--- src/rtl/fp_add_pkg.sv ---
`default_nettype none
// ---------------------------------------------------------------------------
// Module : fp_add_pkg
// Brief  : FP32 field widths, pre-decoded operand entry type, classifier
//          helpers for the FP32 adder operand stage.
// Rev    : 1.0
// ---------------------------------------------------------------------------
package fp_add_pkg;

  localparam int EXP_W  = 8;
  localparam int MANT_W = 23;
  localparam int MAG_W  = EXP_W + MANT_W;
  localparam int FP_W   = MAG_W + 1;

  localparam logic [FP_W-1:0]  QNAN    = 32'h7FC0_0000;
  localparam logic [EXP_W-1:0] EXP_MAX = 8'hFF;

  typedef enum logic [1:0] {
    ZERO = 2'd0,
    NORM = 2'd1,
    INF  = 2'd2,
    NAN  = 2'd3
  } fp_class_t;

  // One queued entry: magnitude-ordered operands plus bypass result.
  typedef struct packed {
    logic [MAG_W-1:0] l;
    logic [MAG_W-1:0] s;
    logic             sl;
    logic             ss;
    logic [EXP_W-1:0] d;
    logic [EXP_W-1:0] e;
    logic             bypass;
    logic [FP_W-1:0]  res;
  } op_entry_t;

  // Denormals are flushed to zero, keeping the sign.
  function automatic logic [FP_W-1:0] fp_flush(input logic [FP_W-1:0] x);
    if (x[MAG_W-1:MANT_W] == '0) return {x[FP_W-1], {MAG_W{1'b0}}};
    return x;
  endfunction

  // Class of an already-flushed operand.
  function automatic fp_class_t fp_classify(input logic [FP_W-1:0] x);
    if (x[MAG_W-1:MANT_W] == EXP_MAX) begin
      if (x[MANT_W-1:0] != '0) return NAN;
      return INF;
    end
    if (x[MAG_W-1:MANT_W] == '0) return ZERO;
    return NORM;
  endfunction

endpackage
`default_nettype wire

--- src/rtl/fp_add_operand_stage_swap.sv ---
`default_nettype none
// ---------------------------------------------------------------------------
// Module : fp_swap_classify
// Brief  : Combinational operand ordering and IEEE special-case resolution
//          for one FP32 operand pair.
// Rev    : 1.0
// ---------------------------------------------------------------------------
module fp_swap_classify
  import fp_add_pkg::*;
(
  input  logic [FP_W-1:0] a_i,
  input  logic [FP_W-1:0] b_i,
  output op_entry_t       entry_o
);

  logic [FP_W-1:0] fa;
  logic [FP_W-1:0] fb;
  fp_class_t       ca;
  fp_class_t       cb;
  logic            a_larger;
  logic [FP_W-1:0] big;
  logic [FP_W-1:0] sml;

  assign fa = fp_flush(a_i);
  assign fb = fp_flush(b_i);
  assign ca = fp_classify(fa);
  assign cb = fp_classify(fb);

  // On an exact magnitude tie operand a is treated as the larger one.
  assign a_larger = (fa[MAG_W-1:0] >= fb[MAG_W-1:0]);
  assign big      = a_larger ? fa : fb;
  assign sml      = a_larger ? fb : fa;

  // Build the entry: ordered fields, exponent gap, then special-case override.
  always_comb begin
    entry_o        = '0;
    entry_o.l      = big[MAG_W-1:0];
    entry_o.s      = sml[MAG_W-1:0];
    entry_o.sl     = big[FP_W-1];
    entry_o.ss     = sml[FP_W-1];
    entry_o.e      = big[MAG_W-1:MANT_W];
    entry_o.d      = big[MAG_W-1:MANT_W] - sml[MAG_W-1:MANT_W];
    entry_o.bypass = 1'b1;
    entry_o.res    = '0;
    if (ca == NAN || cb == NAN) begin
      entry_o.res = QNAN;
    end else if (ca == INF && cb == INF && fa[FP_W-1] != fb[FP_W-1]) begin
      entry_o.res = QNAN;
    end else if (ca == INF) begin
      entry_o.res = fa;
    end else if (cb == INF) begin
      entry_o.res = fb;
    end else if (ca == ZERO && cb == ZERO) begin
      entry_o.res = {fa[FP_W-1] & fb[FP_W-1], {MAG_W{1'b0}}};
    end else if (ca == ZERO) begin
      entry_o.res = fb;
    end else if (cb == ZERO) begin
      entry_o.res = fa;
    end else begin
      entry_o.bypass = 1'b0;
    end
  end

endmodule
`default_nettype wire

--- src/rtl/fp_add_operand_stage.sv ---
`default_nettype none
// ---------------------------------------------------------------------------
// Module : fp_add_operand_stage
// Brief  : Registered issue stage ahead of the FP32 adder. Decodes operand
//          pairs at push time and buffers DEPTH entries in a FIFO.
// Rev    : 1.0
// ---------------------------------------------------------------------------
module fp_add_operand_stage
  import fp_add_pkg::*;
#(
  parameter int DEPTH = 2
) (
  input  logic             clk,
  input  logic             rst_n,
  input  logic             in_valid,
  output logic             in_ready,
  input  logic [FP_W-1:0]  in_a,
  input  logic [FP_W-1:0]  in_b,
  output logic             out_valid,
  input  logic             out_ready,
  output logic [MAG_W-1:0] out_l,
  output logic [MAG_W-1:0] out_s,
  output logic             out_sl,
  output logic             out_ss,
  output logic [EXP_W-1:0] out_d,
  output logic [EXP_W-1:0] out_e,
  output logic             out_bypass,
  output logic [FP_W-1:0]  out_res
);

  localparam int PTR_W = (DEPTH > 1) ? $clog2(DEPTH) : 1;
  localparam int CNT_W = PTR_W + 1;

  op_entry_t        mem_q [DEPTH];
  logic [PTR_W-1:0] wr_ptr_q;
  logic [PTR_W-1:0] wr_ptr_d;
  logic [PTR_W-1:0] rd_ptr_q;
  logic [PTR_W-1:0] rd_ptr_d;
  logic [CNT_W-1:0] count_q;
  logic [CNT_W-1:0] count_d;
  op_entry_t        push_entry;
  op_entry_t        head;
  logic             push;
  logic             pop;

  fp_swap_classify u_swap (
    .a_i     (in_a),
    .b_i     (in_b),
    .entry_o (push_entry)
  );

  // Ready depends only on stored occupancy, never on out_ready.
  assign in_ready  = (count_q < CNT_W'(DEPTH));
  assign out_valid = (count_q != '0);
  assign push      = in_valid && in_ready;
  assign pop       = out_valid && out_ready;

  // Next-state for pointers and occupancy; pointers wrap naturally (power of two).
  always_comb begin
    wr_ptr_d = wr_ptr_q;
    rd_ptr_d = rd_ptr_q;
    count_d  = count_q;
    if (push) wr_ptr_d = wr_ptr_q + PTR_W'(1);
    if (pop)  rd_ptr_d = rd_ptr_q + PTR_W'(1);
    case ({push, pop})
      2'b10:   count_d = count_q + CNT_W'(1);
      2'b01:   count_d = count_q - CNT_W'(1);
      default: count_d = count_q;
    endcase
  end

  // Pointer and occupancy registers; reset empties the queue.
  always_ff @(posedge clk or negedge rst_n) begin
    if (!rst_n) begin
      wr_ptr_q <= '0;
      rd_ptr_q <= '0;
      count_q  <= '0;
    end else begin
      wr_ptr_q <= wr_ptr_d;
      rd_ptr_q <= rd_ptr_d;
      count_q  <= count_d;
    end
  end

  // Entry storage; cleared on reset so the head reads all-zero while in reset.
  always_ff @(posedge clk or negedge rst_n) begin
    if (!rst_n) begin
      for (int i = 0; i < DEPTH; i++) mem_q[i] <= '0;
    end else if (push) begin
      mem_q[wr_ptr_q] <= push_entry;
    end
  end

  assign head       = mem_q[rd_ptr_q];
  assign out_l      = head.l;
  assign out_s      = head.s;
  assign out_sl     = head.sl;
  assign out_ss     = head.ss;
  assign out_d      = head.d;
  assign out_e      = head.e;
  assign out_bypass = head.bypass;
  assign out_res    = head.res;

endmodule
`default_nettype wire

--- config.mk ---
export PLATFORM = sky130hd
export DESIGN_NAME = fp_add_operand_stage
export DESIGN_NICKNAME = d
export VERILOG_FILES = /design/src/rtl/fp_add_pkg.sv /design/src/rtl/fp_add_operand_stage_swap.sv /design/src/rtl/fp_add_operand_stage.sv
export SDC_FILE = /design/constraint.sdc
export NUM_CORES = 1
export LEC_CHECK = 0
export CAP_MARGIN = 20
export CORE_ASPECT_RATIO = 2
export CORE_MARGIN = 1
export CORE_UTILIZATION = 55
export DETAILED_ROUTE_END_ITERATION = 6
export HOLD_SLACK_MARGIN = 0.05
export PLACE_DENSITY = 0.81
export SLEW_MARGIN = 20
export SYNTH_ARGS = -nofsm -noshare
export SYNTH_HDL_FRONTEND = slang
export SYNTH_SLANG_ARGS = --single-unit
--- constraint.sdc ---
create_clock -name clk -period 2.06 [get_ports clk]
set_input_delay 0.412 -clock clk [delete_from_list [all_inputs] [get_ports clk]]
set_output_delay 0.412 -clock clk [all_outputs]
set_load 0.05 [all_outputs]
==> results of run 1 <==
## stage by stage
stage          cells  area, um^2  setup WS [ps]  hold slack, ps
3_3_place_gp    1907       15450          -2471           341.5
3_5_place_dp    1907       15450          -2521           348.7
4_1_cts         1964       16900          -1627           355.6
2_1_floorplan   1311       12030          -2386           116.4
## synth_stat cells (3+ instances only)
cell type,count
a21o_1,5
a21oi_1,38
a221oi_1,9
a22o_1,3
a31oi_1,26
and2_1,17
buf_1,6
buf_2,3
buf_4,9
clkbuf_1,90
dfrtp_1,214
ha_1,27
inv_1,19
maj3_1,3
mux2_2,106
mux2i_1,21
nand2_1,299
nand2b_1,4
nand3_1,5
nand4_1,10
nor2_1,43
nor2b_1,18
nor3_1,12
nor4_1,11
o2111ai_1,3
o21ai_0,233
o22ai_1,5
o31ai_1,3
or2_2,3
or4_1,8
xnor2_1,9
## timing repair
| action | in CTS |
|---|---|
| cloned | 6 |
| hold buffers | 1 |
| setup endpoints to repair | 317 |
| pin swaps | 39 |
| setup buffers | 16 |
| resized for setup | 176 |
| hold endpoints to repair | 33 |
## layer usage
layer / overflow / GRT usage [%]
met5: 0 / 2.074
met3: 0 / 22.18
met2: 2 / 83.39
met1: 0 / 53.61
met4: 4 / 54.64
## kinds of logic after synthesis
group	Yosys count
fa+ha+maj	30
xor+xnor	11
simple gates	443
mux	127
buf+inv	128
flops	214
compound gates	358
==> out/qor.yml, run 1 <==
core.rowCount: 75
die_x_um: 105.4
synth_ff_type: "dfrtp_1"
synth_top_family_by_area: "compound AO/OA/AOI/OAI gates"
yosys.area_share.adder_pct: 3.126
dp_hpwl_um: 29910
io_pins: 183
syn-instance-count: 1311
synth-simple-area-share_pct: 16.54
synth_cell_types: 67
grt_max_degree: 70
ys_seq_area_share_pct: 45.50
worst-ep-kind: "register data pin"
cts_sinks: 214
status: "stopped before the end"
routabilityCongestion: 1.008
muxShareOfSynthArea_pct: 11.93
synth_top_area_cell: "dfrtp_1"
ctsHtreeMaxLevel: 1
synth_top_cell_area_share_pct: 45.50
numCtsBuffers: 20
initial_utilization_pct: 55.99
ys_seq_elements: 214
synthArstFlopShare_pct: 100.0
dieHeight_um: 208.9
syn_avg_cell_area_um2: 8.977
lastStage: "global routing"
cts_root_buffer: "clkbuf_16"
tool.error: "[ERROR GRT-0232] Routing congestion too high. Check the congestion heatmap in the GUI."
synth_compound_area_share_pct: 17.62
synth_edf_count: 0
worstEndpointGrtRepair: "mem_q[161]$_DFFE_PN0P_/D"
synth_xor_area_share_pct: 0.8186
syn_nets: 1406
synth.area.top_cells: "dfrtp_1, mux2_2, o21ai_0"
synth_warnings: 0
portBuffers: 182
grt_overflow: 6
gr-usage-all-layers_pct: 54.30
clock_path_buffers: 3
synth_area_mm2: 0.01177
==> run 2, diff against run 1 <==
CORE_ASPECT_RATIO = default   (was 2)
CORE_UTILIZATION = 40   (was 55)
HOLD_SLACK_MARGIN = default   (was 0.05)
PLACE_DENSITY = default   (was 0.81)
PLACE_DENSITY_LB_ADDON = 0.15   (was default)
==> run 2 against run 1 <==
The flow now finishes, with violations (design-rule violations, negative setup slack). Area after synthesis unchanged. Synthesized cell count unchanged.
==> out/qor.yml, run 2 <==
grt_pass1_vias: 11750
synth_cell_types: 67  # unchanged
setup_tns_ps: -265890
fmax_mhz: 261.4
power_per_cell_area_mw_per_mm2: 1247
critPathTopFamily: "compound AO/OA/AOI/OAI gates"
grt_max_degree: 62
critical_path_required_ps: 2480
syn_avg_cell_area_um2: 8.977  # unchanged
clk_latency_ps: 520
synth_top_area_cell: "dfrtp_1"  # unchanged
routabilityCongestion: 0.9608  # was 1.008
clock_path_buffers: 3  # unchanged
final_nets: 1830
worstPathMaxFanout: 8
yosys-top-cells-count: "nand2_1, o21ai_0, dfrtp_1"  # unchanged
ys_seq_area_share_pct: 45.50  # unchanged
drt_pass1_iterations: 7
whs_path_depth: 4
period_share_pct: 185.7
synth_ff_type: "dfrtp_1"  # unchanged
final_common_cell: "buf_4"
dp_hpwl_um: 29180  # was 29,910 um
hold_viol_final: 0
stdcell_area_mm2: 0.01939
ys_seq_elements: 214  # unchanged
core_mm2: 0.02886
cts_root_buffer: "clkbuf_16"  # unchanged
dpl_cell_area_mm2: 0.01564  # was 0.01545 mm^2
die_x_um: 173.5  # was 105.4 um
layout_min_cycle_time_ps: 3825
drcViolationCount: 2
fin_worst_skew_ps: 12.77
rsz0062_at_grt: "yes"
wl_met1_um: 17960
io_pins: 183  # unchanged
syn-instance-count: 1311  # unchanged
synth_warnings: 0  # unchanged
finalPower_uw: 24180
fin_cells: 2136
crit_buf_inv: 3
wl_met3_um: 2461
grt_overflow: 0
synth_top_cell_area_share_pct: 45.50  # unchanged
cts_tree: "done"
clk_pin_slew_ps: 60
dieArea_mm2: 0.03011
fill_cells: 2218
cts_sinks: 214  # unchanged
num_antenna_cells: 0
viasPerCell: 5.421
drive_above_1_share_pct: 47.66
crit_cells: 15
largest_reg_flops: 210
cp_cell_sequence: "clkdlybuf4s15_1, nor4_4, nand2_4, buf_6, buf_4, and2_1, ha_1, o211ai_1, o41ai_4, o2111a_2, nor3_4, o2111ai_1, a311oi_4, o31a_1, o31ai_1"
layout_common_cells: "buf_4, nand2_1, dfrtp_1"
multi_input_area_mm2: 0.007670
synth.area.top_cells: "dfrtp_1, mux2_2, o21ai_0"  # unchanged
routedWlPerCell_um: 20.08
setup_viol: 317
reg2reg_depth: 5
antenna_found_initial: 0
violations: "design-rule violations, negative setup slack"
synthArstFlopShare_pct: 100.0  # unchanged
core.rowCount: 62  # was 75
dieHeight_um: 173.5  # was 208.9 um
slew_headroom_pct: 66.06
synth_edf_count: 0  # unchanged
crit_type: "primary input to flip-flop"
ant_nets: 0
grt_pass1_wl_um: 64650
wl_um: 42880
synth_area_mm2: 0.01177  # unchanged
portBuffers: 182  # unchanged
slowest_stage: "o2111ai_1"
wl_met2_um: 20720
irDropWorstVdd_uv: 1311
area_growth_pct: 64.79
max_slew.worst_pin.slew_ps: 508.6
syn_nets: 1406  # unchanged
numCtsBuffers: 24  # was 20
initial_utilization_pct: 40.78  # was 55.99%
max_cap_viol_count: 0
drtIter0Drc: 895
dp_cells: 2021  # was 1,907
holdWs_ps: 308.4
p_leak_uw: 0.008800
start_kind: "primary input"
arrival_ps: 4240
highest_layer: "met4"
max_stage_delay_ps: 470
hold_path.class: "primary input to flip-flop"
maxSlewViolCount: 0
status: "complete, but fails checks"  # was stopped before the end
vias: 11580
synth_most_common_cell: "nand2_1"  # unchanged
regMostFlops: "mem_q"
gr-usage-all-layers_pct: 27.39
reg_top3: "mem_q: 210 flops, count_q: 2 flops"
layout.area.seq_mm2: 0.005359
setup_ws_ps: -1765
ctsHtreeMaxLevel: 1  # unchanged
end_kind: "flip-flop"
run 2: cell counts after synthesis:
Identical to the previous run, type by type.
run 2: through the flow:
step / utilization (%) / setup slack, ps
floorplan: - / -2386
global placement: 54.20 / -2648
detailed placement: 54.20 / -2726
CTS: 63.36 / -1639
global route: 67.20 / -1821
finish: 67.20 / -1765
run 2: final cells by class:
class | count | share of cell area (%)
multi-input combinational | 969 | 39.55
sequential | 214 | 27.63
timing repair buffer | 507 | 25.60
clock buffer | 34 | 3.606
tap | 384 | 2.477
clock inverter | 9 | 0.7677
inverter | 19 | 0.3677
run 2: worst paths after layout:
kind | start | to | slack, ps
min in group asynchronous | rst_n | mem_q[203] | 390
max in group asynchronous | rst_n | rd_ptr_q | 930
setup / recovery | in_a[23] | mem_q[161] | -1770
setup reg to reg | count_q[0] | count_q[1] | 520
hold reg to reg | mem_q[155] | mem_q[155] | 470
hold / removal | in_b[1] | mem_q[83] | 310
run 2: cells by family after synthesis:
family | count (synthesis) | share of synthesized area (%)
simple gates | 443 | 16.54
buf+inv | 128 | 4.465
mux | 127 | 11.93
flops | 214 | 45.50
compound gates | 358 | 17.62
xor+xnor | 11 | 0.8187
fa+ha+maj | 30 | 3.126
run 2: metal layers:
metal | up-vias | track usage (%)
li1 | 5468 | -
met4 | 0 | 9.255
met1 | 5583 | 36.20
met3 | 100 | 3.882
met2 | 428 | 46.03
met5 | - | 0
run 2: tightest hold or removal path, delay by kind of cell:
kind                   cells  cell delay [ps]
AOI/OAI and AO/OA          2              210
buffers and inverters      2              170
run 2: report_power, final:
| part | internal [uW] | switching [uW] | leakage, uW |
|---|---|---|---|
| clock network | 2860 | 1740 | 0.000419 |
| registers | 5560 | 783 | 0.00278 |
| logic | 5280 | 7950 | 0.00560 |
| total | 13700 | 10500 | 0.00880 |
run 2: repair_timing:
item	in CTS	in global routing
hold buffers	1	0
gates cloned	15	3
endpoints found under the hold margin	42	0
buffers inserted	44	22
pin swaps	71	90
endpoints found under the setup margin	317	317
resized for setup	444	263
No activity file was read; power rests on OpenSTA's default activity.
